## config.mk

```make
export PLATFORM = sky130hd
export DESIGN_NAME = fetch_sequencer
export DESIGN_NICKNAME = d
export VERILOG_FILES = /design/src/rtl/fetch_seq_pkg.sv /design/src/rtl/fetch_seq_load_use_detect.sv /design/src/rtl/fetch_sequencer.sv
export SDC_FILE = /design/constraint.sdc
export NUM_CORES = 1
export LEC_CHECK = 0
export ABC_AREA = 1
export CORE_MARGIN = 2
export CORE_UTILIZATION = 45
export DETAILED_ROUTE_END_ITERATION = 8
export PLACE_DENSITY = 0.87
export SETUP_SLACK_MARGIN = 0.5
export SLEW_MARGIN = 5
export SYNTH_ARGS = -nofsm -noshare
export SYNTH_HDL_FRONTEND = slang
export SYNTH_SLANG_ARGS = --single-unit
```

## constraint.sdc

```tcl
create_clock -name clk -period 2.3 [get_ports clk]
set_input_delay 0.46 -clock clk [delete_from_list [all_inputs] [get_ports clk]]
set_output_delay 0.46 -clock clk [all_outputs]
set_load 0.005 [all_outputs]
```

## src/rtl/fetch_seq_pkg.sv

```systemverilog
// Shared encodings and constants for the fetch-stage sequencer.
// Build option: FETCH_SEQ_DRAIN_EN selects whether a drain phase follows end-of-program.
package fetch_seq_pkg;

    localparam logic [2:0] ST_IDLE  = 3'd0;
    localparam logic [2:0] ST_BOOT  = 3'd1;
    localparam logic [2:0] ST_RUN   = 3'd2;
    localparam logic [2:0] ST_DRAIN = 3'd3;
    localparam logic [2:0] ST_DONE  = 3'd4;

    typedef enum logic [2:0] {
        IDLE  = ST_IDLE,
        BOOT  = ST_BOOT,
        RUN   = ST_RUN,
        DRAIN = ST_DRAIN,
        DONE  = ST_DONE
    } state_e;

    localparam logic [4:0] REG_ZERO = 5'd0;

    localparam int STALL_CNT_W = 16;
    localparam logic [STALL_CNT_W-1:0] STALL_CNT_MAX = '1;

endpackage

```

## src/rtl/fetch_seq_load_use_detect.sv

```systemverilog
// Load-use hazard check between the load in EX and the sources read by ID.
// Purely combinational; x0 is never a real dependency.
module load_use_detect
    import fetch_seq_pkg::*;
(
    input  logic       ex_mem_read,
    input  logic [4:0] ex_rd,
    input  logic [4:0] id_rs1,
    input  logic [4:0] id_rs2,
    input  logic       id_uses_rs2,
    output logic       hz
);

    logic rs1_match;
    logic rs2_match;

    assign rs1_match = (ex_rd == id_rs1);
    assign rs2_match = id_uses_rs2 && (ex_rd == id_rs2);
    assign hz        = ex_mem_read && (ex_rd != REG_ZERO) && (rs1_match || rs2_match);

endmodule

```

## src/rtl/fetch_sequencer.sv

```systemverilog
// Fetch-stage control: program start, per-cycle advance/stall/flush, clean shutdown.
// Build option: FETCH_SEQ_DRAIN_EN adds a DRAIN phase and drain counter before DONE.
module fetch_sequencer
    import fetch_seq_pkg::*;
#(
    parameter logic [31:0] RESET_PC     = 32'h0000_0000,
    parameter int          DRAIN_CYCLES = 4
) (
    input  logic                   clk,
    input  logic                   rst_n,
    input  logic                   start,
    input  logic                   end_detect,
    input  logic                   redirect,
    input  logic                   ext_hold,
    input  logic                   ex_mem_read,
    input  logic [4:0]             ex_rd,
    input  logic [4:0]             id_rs1,
    input  logic [4:0]             id_rs2,
    input  logic                   id_uses_rs2,
    output logic                   pc_select,
    output logic [31:0]            start_address,
    output logic                   stall,
    output logic                   if_id_flush,
    output logic                   id_ex_bubble,
    output logic                   running,
    output logic                   done,
    output logic [STALL_CNT_W-1:0] stall_count,
    output state_e                 dbg_state
);

    logic [2:0] state;
    logic [2:0] state_nxt;
    logic       hz;
    logic       qual_end;
    logic       start_accept;

    load_use_detect u_load_use_detect (
        .ex_mem_read (ex_mem_read),
        .ex_rd       (ex_rd),
        .id_rs1      (id_rs1),
        .id_rs2      (id_rs2),
        .id_uses_rs2 (id_uses_rs2),
        .hz          (hz)
    );

    // An end flag seen alongside a redirect, hazard or hold belongs to a wrong or retried path.
    assign qual_end     = (state == ST_RUN) && end_detect && !redirect && !hz && !ext_hold;
    assign start_accept = start && ((state == ST_IDLE) || (state == ST_DONE));

`ifdef FETCH_SEQ_DRAIN_EN
    localparam int DRAIN_W = (DRAIN_CYCLES > 1) ? $clog2(DRAIN_CYCLES) : 1;

    logic [DRAIN_W-1:0] drain_cnt;
    logic               drain_last;

    // Leave DRAIN on the edge where the count steps down to zero, so done
    // lands DRAIN_CYCLES cycles after the cycle that presented the end flag.
    assign drain_last = (drain_cnt <= DRAIN_W'(1));

    always_ff @(posedge clk or negedge rst_n) begin
        if (!rst_n) begin
            drain_cnt <= '0;
        end else if (qual_end) begin
            drain_cnt <= DRAIN_W'(DRAIN_CYCLES - 1);
        end else if ((state == ST_DRAIN) && (drain_cnt != '0)) begin
            drain_cnt <= drain_cnt - DRAIN_W'(1);
        end
    end
`endif

    always_comb begin
        state_nxt = state;
        case (state)
            ST_IDLE:  if (start) state_nxt = ST_BOOT;
            ST_BOOT:  state_nxt = ST_RUN;
`ifdef FETCH_SEQ_DRAIN_EN
            ST_RUN:   if (qual_end) state_nxt = ST_DRAIN;
            ST_DRAIN: if (drain_last) state_nxt = ST_DONE;
`else
            ST_RUN:   if (qual_end) state_nxt = ST_DONE;
`endif
            ST_DONE:  if (start) state_nxt = ST_BOOT;
            default:  state_nxt = ST_IDLE;
        endcase
    end

    always_ff @(posedge clk or negedge rst_n) begin
        if (!rst_n) begin
            state <= ST_IDLE;
        end else begin
            state <= state_nxt;
        end
    end

    // Hold outranks the hazard, and the hazard outranks a redirect.
    always_comb begin
        stall        = 1'b1;
        if_id_flush  = 1'b0;
        id_ex_bubble = 1'b0;
        case (state)
            ST_BOOT: stall = 1'b0;
            ST_RUN: begin
                stall        = ext_hold || hz;
                id_ex_bubble = !ext_hold && hz;
                if_id_flush  = !ext_hold && !hz && redirect;
            end
            default: ;
        endcase
    end

    always_ff @(posedge clk or negedge rst_n) begin
        if (!rst_n) begin
            stall_count <= '0;
        end else if (start_accept) begin
            stall_count <= '0;
        end else if ((state == ST_RUN) && stall && (stall_count != STALL_CNT_MAX)) begin
            stall_count <= stall_count + 1'b1;
        end
    end

    assign pc_select     = (state == ST_BOOT);
    assign running       = (state == ST_RUN);
    assign done          = (state == ST_DONE);
    assign start_address = RESET_PC;
    assign dbg_state     = state_e'(state);

endmodule

```

==> impl_metrics.yaml, run 1 <==
route:
  drt-total-wl_microns: 4410
  drc: 0
  drt_iter0_markers: 99
  ant_nets: 0
  dr.pass1.iters: 4
  wl_per_cell_microns: 11.7
  avgViaCountPerCell: 4.65
  dr_total_vias: 1752
clock_network:
  clk_pin_slew_ns: 0.07
  cts_made_buffers: 3
  clkLatencyLatePin_ns: 0.26
  ctsHoldBuffers: 0
  cts_tree: "done"
  cts-root-buf: "clkbuf_8"
  clockBufferDepth: 2
  cts_sinks: 19
  htreeDepth: 1
min_path:
  hp-class: "in2async"
worst_setup_path:
  crit_type: "reg2out"
  crit_start: "dbg_state[2]"
  endpoint_kind: "output port"
  worstPathRequired_ns: 1.84
  cp_max_fo: 3
  worstReg2RegStart: "stall_count[0]"
  rr_worst_depth: 8
  critical_path_arrival_ns: 1.41
  crit_end: "if_id_flush"
  r2r_end: "stall_count[15]"
  reg2reg_setup_slack_ns: 0.57
  startpoint_type: "register"
placed_design:
  hpwl_microns: 3140
  io_buffer_count: 47
  dp_cells: 362
  gp_congestion: 0.951
  pre_cts_slack_ns: -0.401
synth:
  synth_warnings: 0
  yosysSeqAreaShare_pct: 27.6
  syn_area_sq_um: 1720
  synth-seq-cells: 19
  syn-instance-count: 266
  yosysTopAreaCellShare_pct: 27.6
  avgSynthCellArea_sq_um: 6.47
  ys_types: 27
  ys_top_cells_by_area: "dfrtp_1 28%, nand2_1 17%, buf_4 14%, nand3_1 8.1%, nor2_1 7.2%"
  synth_top_cell_by_area: "dfrtp_1"
timing:
  setup_tns_ns: 0
  fin_crit_sh_pct: 81.2
  whs_ns: 0.534
  setup_viol: 0
  finClkSkew_ns: 0.00355
  grt_setup_unrepaired: "yes"
  drv_slew: 0
  layout_min_cycle_time_ns: 1.87
  final_hold_viol_count: 0
  setup_slack_ns: 0.433
  clock.fmax_mhz: 536
grt:
  grt_pass1_wl_microns: 7120
  use_met1_pct: 26.9
  antenna_found_initial: 0
  grt_max_degree: 20
  grt_util_met2_pct: 36.2
  use_met3_pct: 2.56
  track_usage_pct: 20.8
  grt_overflow_total: 0
  grt_busiest_layer: "met2"
  grt_pass1_vias: 1590
job:
  maxCapViolations: 0
pwr:
  ir_drop_mv: 0.704
  p_leak_uw: 0.00123
  power_density_nw_per_um2: 897
layout:
  drive_gt1_share_pct: 24.6
  final_nets: 354
  final_util_pct: 64.8
  antennaDiodeCount: 0
  final_cells: 377
  areaGrowthSynthToFinish_pct: 37.9
die:
  row_count: 22
  die-area_sq_um: 4330
  core_area_sq_um: 3660
  fp.dieH_microns: 65.8
  initial_core_util_pct: 47.0
  die_w_microns: 65.8
  ioPinCount: 80
run_status:
  status: "finished, final reports clean"
[where the power goes]
| part | internal (uW) | switching [uW] |
|---|---|---|
| Sequential | 474 | 225 |
| Clock | 123 | 118 |
| Combinational | 630 | 559 |
| Total | 1230 | 901 |
[critical path, cell delays in order (launching register included)]
cell and delay [ns]:
dfrtp_1 0.41, buf_4 0.15, nor3_4 0.12, buf_4 0.14, inv_2 0.04, nor3b_2 0.14, buf_2 0.13
[worst min path at each step]
stage	endpoint	cells past startpoint
global route	stall_count[8]	2
detailed placement	stall_count[1]	2
global placement	stall_count[1]	2
finish	stall_count[9]	2
CTS	stall_count[13]	2
floorplan	dbg_state[0]	0
[state kept, by name (all words and copies together) (netlist names)]
signal and cells:
stall_count 16, dbg_state 3
[cell usage after synthesis]
cell,instances
a21oi_1,1
buf_1,1
buf_4,33
buf_6,1
clkbuf_1,1
conb_1,1
dfrtp_1,19
ha_1,1
inv_1,28
inv_2,5
nand2_1,78
nand2_2,1
nand2_4,2
nand3_1,28
nand3_4,1
nand4_1,5
nor2_1,33
nor2_2,2
nor3_1,5
nor3_2,2
nor3b_1,2
nor4_1,1
o21ai_0,2
o31ai_1,1
or2_2,1
xnor2_1,2
xor2_1,9
[layer usage]
layer	routed length [microns]	part of all wire (%)
met5	0	0
met4	42	0.95
met3	219	5.0
met2	2320	53
met1	1830	42
[cells in the final DEF (no fill, tap or decap), drive strengths merged]
cell type / count
nand2: 81
nor2: 35
buf: 34
inv: 33
conb: 32
nand3: 29
clkdlybuf4s50: 24
dfrtp: 19
xor2: 9
nor3: 7
nand4: 5
dlygate4sd2: 5
clkbuf: 5
xnor2: 2
o21ai: 2
nor3b: 2
or2: 1
a21oi: 1
o31ai: 1
nor4: 1
ha: 1
[final cells by class]
| cell class | instances | area, sq um |
|---|---|---|
| Clock buffer | 4 | 45.0 |
| Fill cell | 350 | 1290 |
| Inverter | 33 | 126 |
| Sequential cell | 19 | 479 |
| Tap cell | 48 | 60.1 |
| Timing Repair Buffer | 64 | 602 |
| Multi-Input combinational cell | 209 | 1060 |
[kinds of logic after synthesis]
group | after synthesis | share of synthesized area (%)
and+or+nand+nor | 161 | 41.8
buffers and inverters | 69 | 22.7
DFF | 19 | 27.6
xor gates and xnor gates | 11 | 5.60
AOI/OAI and AO/OA | 4 | 1.31
adders and majority gates | 1 | 0.727
other | 1 | 0.218
[timing repair]
action | in CTS | in global routing
setup buffers | 5 | 5
pin swaps | 30 | 17
setup endpoints to repair | 22 | 22
cloned | 0 | 1
gates resized for setup | 93 | 28
[through the flow]
step	instance area (sq um)	power, uW
3_3_place_gp	2170	1670
2_1_floorplan	1840	1190
5_1_grt	2370	2300
4_1_cts	2210	1970
6_report	2370	2130
3_5_place_dp	2170	1700
No activity file was read; power rests on OpenSTA's default activity.
==> run 2, diff against run 1 <==
--- a/config.mk
+++ b/config.mk
@@ -7,9 +7,9 @@
 export LEC_CHECK = 0
 export ABC_AREA = 1
 export CORE_MARGIN = 2
-export CORE_UTILIZATION = 45
+export CORE_UTILIZATION = 38
 export DETAILED_ROUTE_END_ITERATION = 8
-export PLACE_DENSITY = 0.87
+export PLACE_DENSITY = 0.78
 export SETUP_SLACK_MARGIN = 0.5
 export SLEW_MARGIN = 5
 export SYNTH_ARGS = -nofsm -noshare
==> constraint.sdc (replaced) <==
create_clock -name clk -period 1.55 [get_ports clk]
set_input_delay 0.31 -clock clk [delete_from_list [all_inputs] [get_ports clk]]
set_output_delay 0.31 -clock clk [all_outputs]
set_load 0.005 [all_outputs]
==> impl_metrics.yaml, run 2 (synthesized netlist as in run 1, its figures left out) <==
worst_setup_path:
  rr_worst_depth: 11
  startpoint_type: "register"
  crit_type: "reg2out"
  r2r_end: "stall_count[15]"
  critical_path_arrival_ns: 1.50
  worstPathRequired_ns: 1.24
  reg2reg_setup_slack_ns: -0.16
  endpoint_kind: "output port"
  cp_max_fo: 3
  worstReg2RegStart: "stall_count[0]"
layout:
  drive_gt1_share_pct: 46.6
  final_cells: 449
  largest_register_ffs: 16
  largest_register: "stall_count"
  final_area_sq_um: 3150
  antennaDiodeCount: 0
  areaGrowthSynthToFinish_pct: 83.2
  final_util_pct: 72.4
  final_nets: 422
  mostFrequentLayoutCells: "61 x nand2_1, 61 x buf_6, 42 x buf_4"
grt:
  grt_overflow_total: 0
  grt_pass1_wl_microns: 10300
  track_usage_pct: 25.5
  grt_max_degree: 20
  grt_pass1_vias: 2237
  antenna_found_initial: 0
pwr:
  ir_drop_mv: 0.757
  p_leak_uw: 0.00170
  switching_power_uw: 1950
  combPwrFrac_pct: 73.9
  power.share.sequential_pct: 18.1
  switching_share_pct: 40.0
  p_clk_share_pct: 8.0
  p_int_uw: 2920
  power_density_nw_per_um2: 1540
timing:
  grt_setup_unrepaired: "yes"
  whs_ns: 0.366
  final_hold_viol_count: 0
  setup_viol: 23
  setup_slack_ns: -0.260
  finClkSkew_ns: 0.0151
  clock.fmax_mhz: 552
  fin_crit_sh_pct: 117
  drv_slew: 0
  layout_min_cycle_time_ns: 1.81
route:
  wl_per_cell_microns: 15.5
  ant_nets: 0
  drt-total-wl_microns: 6940
  drt_iter0_markers: 172
  dr_total_vias: 2233
  drc: 0
  dr.pass1.iters: 4
  avgViaCountPerCell: 4.97
placed_design:
  gp_congestion: 0.952
  hpwl_microns: 3530
  io_buffer_count: 47
  placed_cell_area_sq_um: 2360
  dp_cells: 391
run_status:
  status: "finished with violations"
  violations: "negative setup slack"
clock_network:
  clk_pin_slew_ns: 0.09
  cts_sinks: 19
  clkLatencyLatePin_ns: 0.28
  ctsHoldBuffers: 0
  cts_tree: "done"
  cts_made_buffers: 3
  cts-root-buf: "clkbuf_8"
  clockBufferDepth: 2
  htreeDepth: 1
die:
  ioPinCount: 80
  row_count: 24
  fp.dieH_microns: 71.3
  die-area_sq_um: 5080
  initial_core_util_pct: 39.5
  core_area_sq_um: 4350
  die_w_microns: 71.3
job:
  maxCapViolations: 0
min_path:
  hp-class: "in2async"
==> run 2: what timing repair did <==
item	CTS	global route
endpoints found under the setup margin	44	44
pin swaps	34	17
buffers inserted	43	9
endpoints found under the hold margin	0	0
gates cloned	2	0
resized for setup	251	28
==> run 2: worst max path at each step <==
stage | from | to | slack, ns | depth (start not counted)
2_1_floorplan | stall_count[0] | stall_count[6] | 0.02 | 9
3_3_place_gp | ex_rd[4] | stall | -0.85 | 12
3_5_place_dp | ex_rd[2] | stall | -0.85 | 12
4_1_cts | dbg_state[1] | id_ex_bubble | -0.17 | 7
5_1_grt | dbg_state[2] | id_ex_bubble | -0.29 | 6
6_report | dbg_state[2] | id_ex_bubble | -0.26 | 6
==> run 2: metal layers <==
metal | routed length [microns] | vias up | share of wire (%) | track usage (%)
li1 | - | 1023 | - | -
met1 | 2590 | 1048 | 37 | 28.8
met2 | 3520 | 122 | 51 | 44.4
met3 | 429 | 40 | 6.2 | 4.92
met4 | 399 | 0 | 5.7 | 15.1
met5 | 0 | - | 0 | 0
==> run 2: final cells by class <==
type                            instances  area [sq um]
Multi-Input combinational cell        210          1170
Timing Repair Buffer                  131          1260
Clock buffer                            4          45.0
Sequential cell                        19           478
Tap cell                               52          65.1
Fill cell                             291          1200
Inverter                               33           131
==> run 2: power groups by stage <==
stage,logic (uW),clock network (uW),registers (uW)
3_5_place_dp,1940,0,898
5_1_grt,3800,403,909
6_report,3600,387,880
2_1_floorplan,836,0,972
4_1_cts,3150,366,857
3_3_place_gp,1890,0,895
==> run 2: stage by stage <==
step	setup TNS, ns	total power [uW]	setup WS (ns)
detailed placement	-11.86	2840	-0.847
floorplan	0	1810	0.0199
global route	-4.08	5110	-0.287
finish	-2.79	4860	-0.260
CTS	-0.672	4370	-0.166
global placement	-11.72	2790	-0.854
==> run 2: worst max-delay path, stage by stage, from the launching register on <==
cell and delay [ns]:
dfrtp_1 0.43, nor3_4 0.22, buf_4 0.14, buf_6 0.09, inv_4 0.04, nor3_2 0.14
buf_2 0.16
